File: config.mk
export PLATFORM = sky130hd
export DESIGN_NAME = fifo_rd_stream
export DESIGN_NICKNAME = d
export VERILOG_FILES = /design/src/rtl/fifo_rd_stream.sv
export SDC_FILE = /design/constraint.sdc
export NUM_CORES = 1
export LEC_CHECK = 0
export ABC_AREA = 1
export ABC_CLOCK_PERIOD_IN_PS = 1000
export BUFFER_PORTS_ARGS = -buffer_cell sky130_fd_sc_hd__clkbuf_2
export CORE_AREA = 3 3 56 58
export DETAILED_ROUTE_END_ITERATION = 7
export DIE_AREA = 0 0 59 61
export GPL_ROUTABILITY_DRIVEN = 1
export PLACE_DENSITY_LB_ADDON = 0.05
export SYNTH_ARGS = -nofsm -noshare
export SYNTH_HDL_FRONTEND = slang
export SYNTH_SLANG_ARGS = --single-unit
File: constraint.sdc
create_clock -name rclk -period 1 [get_ports rclk]
set_input_delay 0.1 -clock rclk [delete_from_list [all_inputs] [get_ports rclk]]
set_output_delay 0.1 -clock rclk [all_outputs]
set_load 0.05 [all_outputs]
File: src/rtl/fifo_rd_stream.sv
// Read-side drain of the async FIFO into a registered valid/ready stream with a
// 2-entry skid buffer and fixed-length packet framing. Optional FIFO_RD_STAT_EN adds stat counters.
module fifo_rd_stream #(
  parameter int DSIZE   = 8,
  parameter int PKT_LEN = 16
) (
  input  logic             rclk,
  input  logic             rrst,
  input  logic [DSIZE-1:0] fifo_rdata,
  input  logic             fifo_rempty,
  output logic             fifo_rinc,
  output logic             m_valid,
  output logic [DSIZE-1:0] m_data,
  output logic             m_last,
  input  logic             m_ready
`ifdef FIFO_RD_STAT_EN
  ,
  output logic [31:0]      stat_beats,
  output logic [31:0]      stat_stall
`endif
);

  localparam int CW = (PKT_LEN > 1) ? $clog2(PKT_LEN) : 1;
  localparam logic [CW-1:0] BEAT_LAST = CW'(PKT_LEN - 1);

  typedef enum logic [1:0] {EMPTY = 2'd0, ONE = 2'd1, FULL = 2'd2} state_t;

  state_t           state, state_nxt;
  logic [DSIZE-1:0] main_q, main_nxt;
  logic [DSIZE-1:0] skid_q, skid_nxt;
  logic [CW-1:0]    beat_cnt;
  logic             push, pop;

  // Pop strobe uses registered occupancy only, so m_ready never reaches rinc.
  assign fifo_rinc = !rrst && !fifo_rempty && (state != FULL);
  assign push      = fifo_rinc;
  assign m_valid   = (state != EMPTY);
  assign pop       = m_valid && m_ready;
  assign m_data    = main_q;
  assign m_last    = m_valid && (beat_cnt == BEAT_LAST);

  always_comb begin
    state_nxt = state;
    main_nxt  = main_q;
    skid_nxt  = skid_q;
    case (state)
      EMPTY: begin
        if (push) begin
          state_nxt = ONE;
          main_nxt  = fifo_rdata;
        end
      end
      ONE: begin
        if (push && !pop) begin
          state_nxt = FULL;
          skid_nxt  = fifo_rdata;
        end else if (push && pop) begin
          main_nxt  = fifo_rdata;
        end else if (pop) begin
          state_nxt = EMPTY;
        end
      end
      FULL: begin
        if (pop) begin
          state_nxt = ONE;
          main_nxt  = skid_q;
        end
      end
      default: state_nxt = EMPTY;
    endcase
  end

  always_ff @(posedge rclk) begin
    if (rrst) begin
      state  <= EMPTY;
      main_q <= '0;
      skid_q <= '0;
    end else begin
      state  <= state_nxt;
      main_q <= main_nxt;
      skid_q <= skid_nxt;
    end
  end

  // Packet position advances on accepted beats only; FIFO underflow just stalls it.
  always_ff @(posedge rclk) begin
    if (rrst)
      beat_cnt <= '0;
    else if (pop)
      beat_cnt <= (beat_cnt == BEAT_LAST) ? '0 : beat_cnt + 1'b1;
  end

`ifdef FIFO_RD_STAT_EN
  always_ff @(posedge rclk) begin
    if (rrst) begin
      stat_beats <= '0;
      stat_stall <= '0;
    end else begin
      if (pop && stat_beats != 32'hFFFF_FFFF)
        stat_beats <= stat_beats + 32'd1;
      if (m_valid && !m_ready && stat_stall != 32'hFFFF_FFFF)
        stat_stall <= stat_stall + 32'd1;
    end
  end
`endif

endmodule

Yosys cells after proc, flatten, opt, wreduce, memory -nomap -nowiden
Cells that the tools add are included.
{"block": "word_totals", "reg_bits": 22, "output_inout_bits": 11, "inputBits": 12, "word_cells": 42, "romBits": 0, "latchBits": 0, "n_memories": 0, "ram_bits": 0}
{"block": "classes", "n_div": 0, "n_bitwise": 0, "mux": 12, "reduce_logical": 15, "eq_ne": 10, "order_cmp": 0, "n_mul": 0, "addsub": 1, "n_shift": 0}
{"operator": "8-bit two-way mux", "n": 4}
{"operator": "8-bit case mux with 3 select lines", "n": 1}
{"operator": "2-bit two-way mux", "n": 5}
{"operator": "2-bit inequality test, second input constant", "n": 5}
{"operator": "1-bit logical AND", "n": 6}
{"operator": "3-bit inequality test, second input constant", "n": 2}
{"operator": "2-bit case mux with 3 select lines", "n": 1}
{"operator": "5-bit AND reduction", "n": 1}
{"operator": "4-bit by 1-bit adder with 4-bit output, second input constant", "n": 1}
{"operator": "4-bit equality test, second input constant", "n": 1}
{"operator": "4-bit two-way mux", "n": 1}
{"operator": "4-bit AND reduction", "n": 1}
{"operator": "1-bit zero test", "n": 3}
{"operator": "3-bit nonzero test", "n": 1}
{"operator": "2-bit by 1-bit equality test with 1-bit output, second input constant", "n": 1}
{"operator": "2-bit equality test, second input constant", "n": 1}
{"operator": "2-bit zero test", "n": 1}
{"operator": "2-bit AND reduction", "n": 1}
{"operator": "2-bit nonzero test", "n": 1}

Depth between registers and ports, before layout
Gate-level depths: netlist of run 1.
{"block": "depth", "word_depth": 7, "ltp_mapped": 8, "mapped_depth_nobuf": 7}

Worst setup path before layout of run 1
OpenSTA, ideal clock, no wires.
{"block": "synth_path", "path_kind": "reg-to-reg", "start": "register state[1]", "end": "register main_q[6] (netlist: m_data[6])", "t_arrival_ns": 1.319, "setup_slack_ns": -0.432, "stages_incl_launch_ff": 9, "setup_ns": 0.113, "required_time_ns": 0.887, "period_less_slack_ns": 1.432, "path_buffers": 1, "path_cell_list": "dfxtp_1 -> inv_1 -> nand2_1 -> nand2_1 -> nand2_2 -> buf_6 -> nand2_1 -> nand2_1 -> nor2_1"}
{"block": "synth_between", "elab_chain_cells": 6, "word_cells_on_any_way": 17, "classes_between": "eq/ne (7); mux (1); reduce/logical (9)"}
{"element": "start: declaration", "line": "28", "source": "state_t state, state_nxt;"}
{"element": "start signal: assignment", "line": "79", "source": "state <= state_nxt;"}
{"element": "2-bit nonzero test *", "line": "37", "source": "assign m_valid = (state != EMPTY);"}
{"element": "named net m_valid", "line": "12", "source": "output logic m_valid,"}
{"element": "1-bit logical AND *", "line": "38", "source": "assign pop = m_valid && m_ready;"}
{"element": "1-bit zero test", "line": "54", "source": "if (push && !pop) begin"}
{"element": "1-bit logical AND", "line": "54"}
{"element": "2-bit inequality test (no line)"}
{"element": "5-bit AND reduction (no line) *"}
{"element": "end signal: assignment", "line": "80", "source": "main_q <= main_nxt;"}
{"element": "end: declaration", "line": "29", "source": "logic [DSIZE-1:0] main_q, main_nxt;"}
Mark *: on every way through the listed nets, which the timed path passes. The rest lies on a longest branch.
A chain may end at the register's enable or synchronous reset.

Worst setup path after layout of run 1
{"block": "layout_path", "start": "register beat_cnt[0]", "end": "output m_last"}
{"block": "layout_between", "elab_chain_cells": 2}
{"element": "start: declaration", "line": "31", "source": "logic [CW-1:0] beat_cnt;"}
{"element": "start signal: assignment", "line": "90", "source": "beat_cnt <= (beat_cnt == BEAT_LAST) ? '0 : beat_cnt + 1'b1;"}
{"element": "4-bit equality test", "line": "40", "source": "assign m_last = m_valid && (beat_cnt == BEAT_LAST);"}
{"element": "1-bit logical AND", "line": "40"}
{"element": "end: declaration", "line": "14", "source": "output logic m_last,"}
Every way passes these cells.

==> impl_results.md, run 1 <==
* Crit end category: primary output
* Die Wd at 59 um
* Nets at 226
* TritonCTS clock tree: built
* Netlist Area Pre-Place at roughly 0.0011 mm^2
* Max Clock Skew at 0.001614 ns
* DP HPWL at approximately 1.7 mm
* Hold depth at 3
* Routed vias at 1117
* Via-to-Cell Ratio at approximately 4.6
* Gr ovfl total at 0
* Total power at 0.002100 W
* Gr usage total at 18.04%
* CTS Buffer Depth at 2
* IO Pins at 23
* # DRC at 0
* Num rows at 19
* RSZ-0062 raised after global routing: true
* # hold bufs at CTS at 0
* Initial antenna violation count at 0
* Worst skew pair latency at 0.30 ns
* Post-synth net total at ~180
* Period minus WS final at 1.254 ns
* Root Driver: clkbuf_4
* Max-cap violations at 0
* Cell area after layout at 0.001765 mm^2
* Inserted Clock Buffers at 3
* Crit-path max FO at 2
* Sw Pwr at 0.0006362 W
* Pwr/cell area at 1190 mW/mm^2
* Post-route ant nets at 0
* Slew at the pin with the worst max-slew slack at 0.4564 ns
* Register share of total power at between 40% and 50%
* Endpoints failing hold at 0
* WL/cell at 11.83 um
* # diodes at 0
* Clock-pin slew on the worst setup and hold paths at 0.12 ns
* Fmax at 0.7973 GHz
* Synth Instances at 170
* Worst VDD drop at 929.9 uV
* Crit Path Category: register to primary output
* Number of synthesized register bits at 22
* Worst Path Required at 0.90 ns
* Comb pwr share at 27.5%
* H-tree level count at 1
* Chip height at a little over 60 um
* Failing checks: negative setup slack
* Initial DRC Count at 27
* Seq/Total Area, Yosys at 41.41%
* Core region area at 0.002710 mm^2
* Largest net degree at the start of global routing at 17
* Syn avg cell area at 6.256 um^2
* R2R depth at 6
* DP Area at 0.001354 mm^2
* Final Setup Violations at 23
* DRT Wirelength at 2.875 mm
* Crit path DAT at 1.15 ns
* Clock sink count at 22
* Switching share of power at ~30%
* Initial cell density of the core at 39.24%
* Die area at about 0.0036 mm^2
* Layout cells sized above 1 at 41.04%
* Final GP Congestion at 0.6886
* LEAKAGE at 0.8056 nW
* Critical Path Start Type: register
* Yosys cell types at 14
* Status: finished, violations left
* Synth-to-layout area growth at 66.00%
* Final WS setup at -0.2542 ns
* Max Slew Vio Count at 0
* Port Buffers at 22
* Max-slew headroom at between 60 and 70%
* Global-route wire length before repair at 4.864 mm
* Drt first pass iters at 4
* Internal at about 0.0015 W
* Vias in the first global route at ~1000
* Clk network pwr share at 27.3%
* HP Class: primary input to register
* Final period utilization at 125.4%
* YS warnings at 0
==> layout by cell type, fill, tap and decap left out, types with 2 or more instances in the layout <==
cell / instances
nand2_8: 5
nand2_2: 7
o21ai_0: 5
o21ai_1: 4
a21oi_2: 2
dfxtp_2: 7
nand2_1: 44
buf_6: 3
nor2_4: 3
nand3_1: 3
nand3_4: 4
dfxtp_1: 13
clkbuf_16: 3
dfxtp_4: 2
clkbuf_2: 11
nor2_2: 5
buf_4: 13
buf_12: 2
nand2_4: 3
inv_1: 20
nor2_1: 34
clkbuf_4: 3
clkbuf_8: 7
==> cell type report <==
| class | count | area (um^2) |
|---|---|---|
| inverters | 24 | 101.3 |
| multi-input cells | 124 | 748.2 |
| clock buffers | 4 | 47.55 |
| fillers | 256 | 944.7 |
| flip-flops and latches | 22 | 456.7 |
| well taps | 31 | 38.79 |
| repair buffers | 38 | 372.9 |
==> flip-flops by register name (all words and copies together) (netlist names) <==
name,count
m_data,8
skid_q,8
beat_cnt,4
state,2
==> logic make-up (layout without fill, tap and decap cells) <==
family / count (synthesis) / count (layout) / share of synthesized area, %
adder cells (fa/ha/maj): 1 / 1 / 1.176
flip-flops: 22 / 22 / 41.41
AO/OA/AOI/OAI: 14 / 14 / 6.588
AND/OR/NAND/NOR: 105 / 109 / 38.47
buffers and inverters: 28 / 66 / 12.35
==> per-layer routing <==
metal  routed length (um)  vias to the layer above  track usage [%]
met3                   83                        4            2.128
met1                 1327                      495            23.34
li1                     -                      601                -
met4                   28                        0            6.796
met5                    0                        -                0
met2                 1435                       17            30.76
==> power by group through the flow <==
stage | Clock, W | Combinational (W) | Sequential (W)
floorplan | 0 | 0.000194 | 0.00105
global placement | 0 | 0.000380 | 0.000957
detailed placement | 0 | 0.000383 | 0.000960
CTS | 0.000608 | 0.000538 | 0.000946
global route | 0.000637 | 0.000624 | 0.000954
finish | 0.000573 | 0.000578 | 0.000949
==> worst max-delay path: stages (launching register included) <==
cell     delay (ns)
dfxtp_2        0.37
ha_4           0.15
nand3_4        0.07
nor2_4         0.11
buf_12         0.14
==> metrics by stage <==
| stage | hold WS, ns | utilization (%) | setup WS, ns | TNS [ns] | cells |
|---|---|---|---|---|---|
| 2_1_floorplan | 0.1594 | - | -0.05980 | -0.5033 | 170 |
| 3_3_place_gp | 0.3424 | 49.95 | -0.06469 | -0.8115 | 228 |
| 3_5_place_dp | 0.3502 | 49.95 | -0.06515 | -0.9797 | 228 |
| 4_1_cts | 0.01023 | 62.70 | -0.2620 | -3.100 | 241 |
| 5_1_grt | 0.01887 | 65.14 | -0.3055 | -5.264 | 243 |
| 6_report | 0.02697 | 65.14 | -0.2542 | -3.840 | 243 |
==> cell usage after synthesis (all sizes together) <==
cell type  number  area (um^2)
a21oi           3        15.01
buf             3        27.52
clkbuf          1        13.76
clkinv          1        3.750
dfxtp          22        440.4
ha              1        12.51
inv            23        86.33
nand2          57        216.5
nand3           6        35.03
nor2           42        157.7
o21ai          11        55.05
==> path summary, 6_finish.rpt <==
check	start	end	slack, ns
worst max-delay path	beat_cnt[0]$_SDFFE_PP0P_	m_last	-0.25
worst min-delay path	fifo_rdata[3]	skid_q[3]$_SDFFE_PP0P_	0.03
worst max register to register	state[0]$_SDFFE_PP0P_	skid_q[1]$_SDFFE_PP0P_	-0.24
worst min register to register	skid_q[7]$_SDFFE_PP0P_	skid_q[7]$_SDFFE_PP0P_	0.53
==> what timing repair did <==
item / in CTS / in global routing
gates resized for setup: 48 / 19
buffers inserted: 6 / 3
pin swaps: 13 / 4
gates cloned: 4 / 0
setup endpoints to repair: 32 / 31
Note: power is estimated with default switching activity, not from simulation.
==> run 2: changes to the inputs <==
ABC_AREA = 0   (was 1)
CORE_AREA = 3 3 58 60   (was 3 3 56 58)
DIE_AREA = 0 0 61 63   (was 0 0 59 61)
==> run 2 against run 1 <==
The run still ends with negative setup slack left. Sequential power about the same. Largest power group unchanged. Power is 11% lower. Clock skew barely moved.
==> impl_results.md, run 2 <==
* Worst reg-to-reg setup slack at -0.38 ns (was -0.24 ns)
* Period minus WS final at 1.453 ns (was 1.254 ns)
* Global-route wire length before repair at 4.671 mm (was 4.864 mm)
* R2R depth at 4 (was 6)
* Commonest non-fill, non-tap cell in the layout: buf_4 (was nand2_1)
* Endpoints failing hold at 0 (unchanged)
* Number of synthesized register bits at 22 (unchanged)
* Max Slew Vio Count at 0 (unchanged)
* Post-synth net total at 132 (was 183)
* # diodes at 0 (unchanged)
* Crit path DAT at 1.35 ns (was 1.15 ns)
* CTS Buffer Depth at 2 (unchanged)
* Post-synth EDFFs at 0 (unchanged)
* Crit Path Category: register to primary output (unchanged)
* Nets at 171 (was 226)
* Die Wd at 61 um (was 59 um)
* DRT Wirelength at 2.900 mm (was 2.875 mm)
* Num rows at 20 (was 19)
* TritonCTS clock tree: built (unchanged)
* Layout cells sized above 1 at 55.13% (was 41.04%)
* Die area at 0.003843 mm^2 (was 0.003599 mm^2)
* Synth Instances at 119 (was 170)
* Netlist Area Pre-Place at 0.001142 mm^2 (was 0.001064 mm^2)
* Crit-path slowest cell: dfxtp_4 (was dfxtp_2)
* IO Pins at 23 (unchanged)
* Synth top area cells: dfxtp_1, a211oi_2, mux2i_1, a311oi_1, nand3_1 (was dfxtp_1, nand2_1, nor2_1, inv_1, o21ai_0)
* CP peak stage delay at 0.37 ns (about the same)
* Final Setup Violations at 24 (was 23)
* Syn avg cell area at 9.600 um^2 (was 6.256 um^2)
* Most common cell in the netlist: dfxtp_1 (was nand2_1)
* Critical Path Start Type: register (unchanged)
* YS warnings at 0 (unchanged)
* DP HPWL at 1.998 mm (was 1.671 mm)
* Largest net degree at the start of global routing at 15 (was 17)
* # DRC at 0 (unchanged)
* Vias in the first global route at 1018 (was 1043)
* Pwr/cell area at 1139 mW/mm^2 (was 1190 mW/mm^2)
* Routed vias at 1051 (was 1117)
* Initial DRC Count at 40 (was 27)
* Clock sink count at 22 (unchanged)
* WL/cell at 15.34 um (was 11.83 um)
* Synth-to-layout area growth at 44.47% (was 66.00%)
* Inserted Clock Buffers at 3 (unchanged)
* HP Class: primary input to register (unchanged)
* Core region area at 0.002978 mm^2 (was 0.002710 mm^2)
* Crit path launch: state[0]$_SDFFE_PP0P_ (was beat_cnt[0]$_SDFFE_PP0P_)
* Dpl ws at -0.2881 ns (was -0.06515 ns)
* Synth top cells by count: dfxtp_1, nand3_1, a21oi_1, o21ai_1, mux2i_1 (was nand2_1, nor2_1, inv_1, dfxtp_1, o21ai_0)
* Drt first pass iters at 4 (unchanged)
* Max Clock Skew at 0.001811 ns (was 0.001614 ns)
* Via-to-Cell Ratio at 5.561 (was 4.597)
* Max-slew headroom at 79.66% (was 69.54%)
* Ys async rst share at 0% (unchanged)
* Fmax at 0.6882 GHz (was 0.7973 GHz)
* Final period utilization at 145.3% (was 125.4%)
* Worst Hold Slack at 0.04482 ns (was 0.02697 ns)
* Worst r2r src: state[0]$_SDFFE_PP0P_ (unchanged)
* Worst skew pair latency at 0.30 ns (about the same)
* Top-area cell type share of the netlist area at 38.55% (was 41.41%)
* Worst VDD drop at 433.4 uV (was 929.9 uV)
* Initial cell density of the core at 38.36% (was 39.24%)
* Crit end category: primary output (unchanged)
* Yosys cell types at 33 (was 14)
* Met1 WL at 1.324 mm (was 1.327 mm)
* Post-synth top flop: dfxtp_1 (unchanged)
* Failing checks: negative setup slack (unchanged)
* LEAKAGE at 0.6819 nW (was 0.8056 nW)
* Crit path capture: m_last (unchanged)
* Number of fill cells at 277 (was 256)
* Crit-path max FO at 3 (was 2)
* Cell taking the most area after synthesis: dfxtp_1 (unchanged)
* Fin util at 55.42% (was 65.14%)
* # hold bufs at CTS at 0 (unchanged)
* Status: finished, violations left (unchanged)
* Gr usage total at 15.71% (was 18.04%)
* Initial antenna violation count at 0 (unchanged)
* Setup TNS at -7.558 ns (was -3.840 ns)
* Chip height at 63 um (was 61 um)
* Post-route ant nets at 0 (unchanged)
* Seq/Total Area, Yosys at 38.55% (was 41.41%)
* Register Area at 450.4 um^2 (was 456.7 um^2)
* Worst R2R End: skid_q[1]$_SDFFE_PP0P_ (unchanged)
* Hold depth at 3 (unchanged)
* Multi-input logic area at 715.7 um^2 (was 748.2 um^2)
* Top sig layer: met4 (unchanged)
* H-tree level count at 1 (unchanged)
* Final WS setup at -0.4531 ns (was -0.2542 ns)
* Final GP Congestion at 0.7420 (was 0.6886)
* Total power at 0.001880 W (was 0.002100 W)
* Port Buffers at 22 (unchanged)
* Routed met2 length at 1.453 mm (was 1.435 mm)
* Max-cap violations at 0 (unchanged)
* Most frequent cells in the layout: buf_4, dfxtp_1, nand3_1, clkbuf_2, a211oi_2 (was nand2_1, nor2_1, inv_1)
* RSZ-0062 raised after global routing: true (unchanged)
* Clock-pin slew on the worst setup and hold paths at 0.11 ns (was 0.12 ns)
* Root Driver: clkbuf_4 (unchanged)
* Met3 WL at 113 um (was 83 um)
* Slew at the pin with the worst max-slew slack at 0.3030 ns (was 0.4564 ns)
* Worst Path Required at 0.90 ns (about the same)
* Crit path cell chain: buf_6 -> or2_4 -> and4_4 -> clkbuf_16 (was ha_4 -> nand3_4 -> nor2_4 -> buf_12)
* Gr ovfl total at 0 (unchanged)
## run 2: cell count changes after synthesis, sizes merged, moves of 5 or more
cell / delta
nand2: -54
mux2i: +9
nor2: -39
a311oi: +8
a211oi: +9
inv: -21
buf: +7
a21oi: +7
nand3: +5
## run 2: cell type report
class | count | area share, %
multi-input cells | 83 | 43.37
clock buffers | 3 | 1.365
flip-flops and latches | 22 | 27.29
well taps | 33 | 2.502
inverters | 2 | 0.6065
repair buffers | 46 | 24.87
## run 2: per-stage QoR
step / instance area [um^2] / instances
4_1_cts: 1554 / 185
6_report: 1650 / 189
3_5_place_dp: 1375 / 178
5_1_grt: 1650 / 189
3_3_place_gp: 1375 / 178
2_1_floorplan: 1185 / 119
## run 2: routing by layer
metal	vias to the layer above	GRT usage (%)
met5	-	0
met4	0	4.065
met3	2	3.306
met2	22	25.40
met1	500	20.78
li1	527	-
## run 2: cells by family after synthesis
logic type                 count (synthesis)  synth area share, %
xor gates and xnor gates                   1               0.7668
DFF                                       22                38.55
and+or+nand+nor                           29                15.88
AOI/OAI and AO/OA                         42                28.70
adders and majority gates                  1                1.095
muxes                                      9                7.886
buffers and inverters                     15                7.118
## run 2: what timing repair did
item                       CTS  global route
setup endpoints to repair   33            31
setup buffers                3             5
gates resized for setup     31            24
pin swaps                   10             6
gates cloned                 1             0
## run 2: critical path: cells and delay by family, from the launching register on
kind	cells	cell delay [ns]
buffers and inverters	2	0.27
DFF	1	0.37
and+or+nand+nor	2	0.41
## run 2: report_power, final
part	switching, W	internal, W
Combinational	0.000296	0.000243
Clock	0.000252	0.000140
Sequential	0.0000320	0.000916
## run 2: worst min path at each step
stage / slack [ns] / from / endpoint
floorplan: 0.25 / fifo_rdata[1] / skid_q[1]$_SDFFE_PP0P_
global placement: 0.35 / fifo_rdata[1] / skid_q[1]$_SDFFE_PP0P_
detailed placement: 0.36 / fifo_rdata[1] / skid_q[1]$_SDFFE_PP0P_
CTS: 0.02 / fifo_rdata[1] / skid_q[1]$_SDFFE_PP0P_
global route: 0.03 / fifo_rdata[2] / skid_q[2]$_SDFFE_PP0P_
finish: 0.04 / fifo_rdata[1] / skid_q[1]$_SDFFE_PP0P_
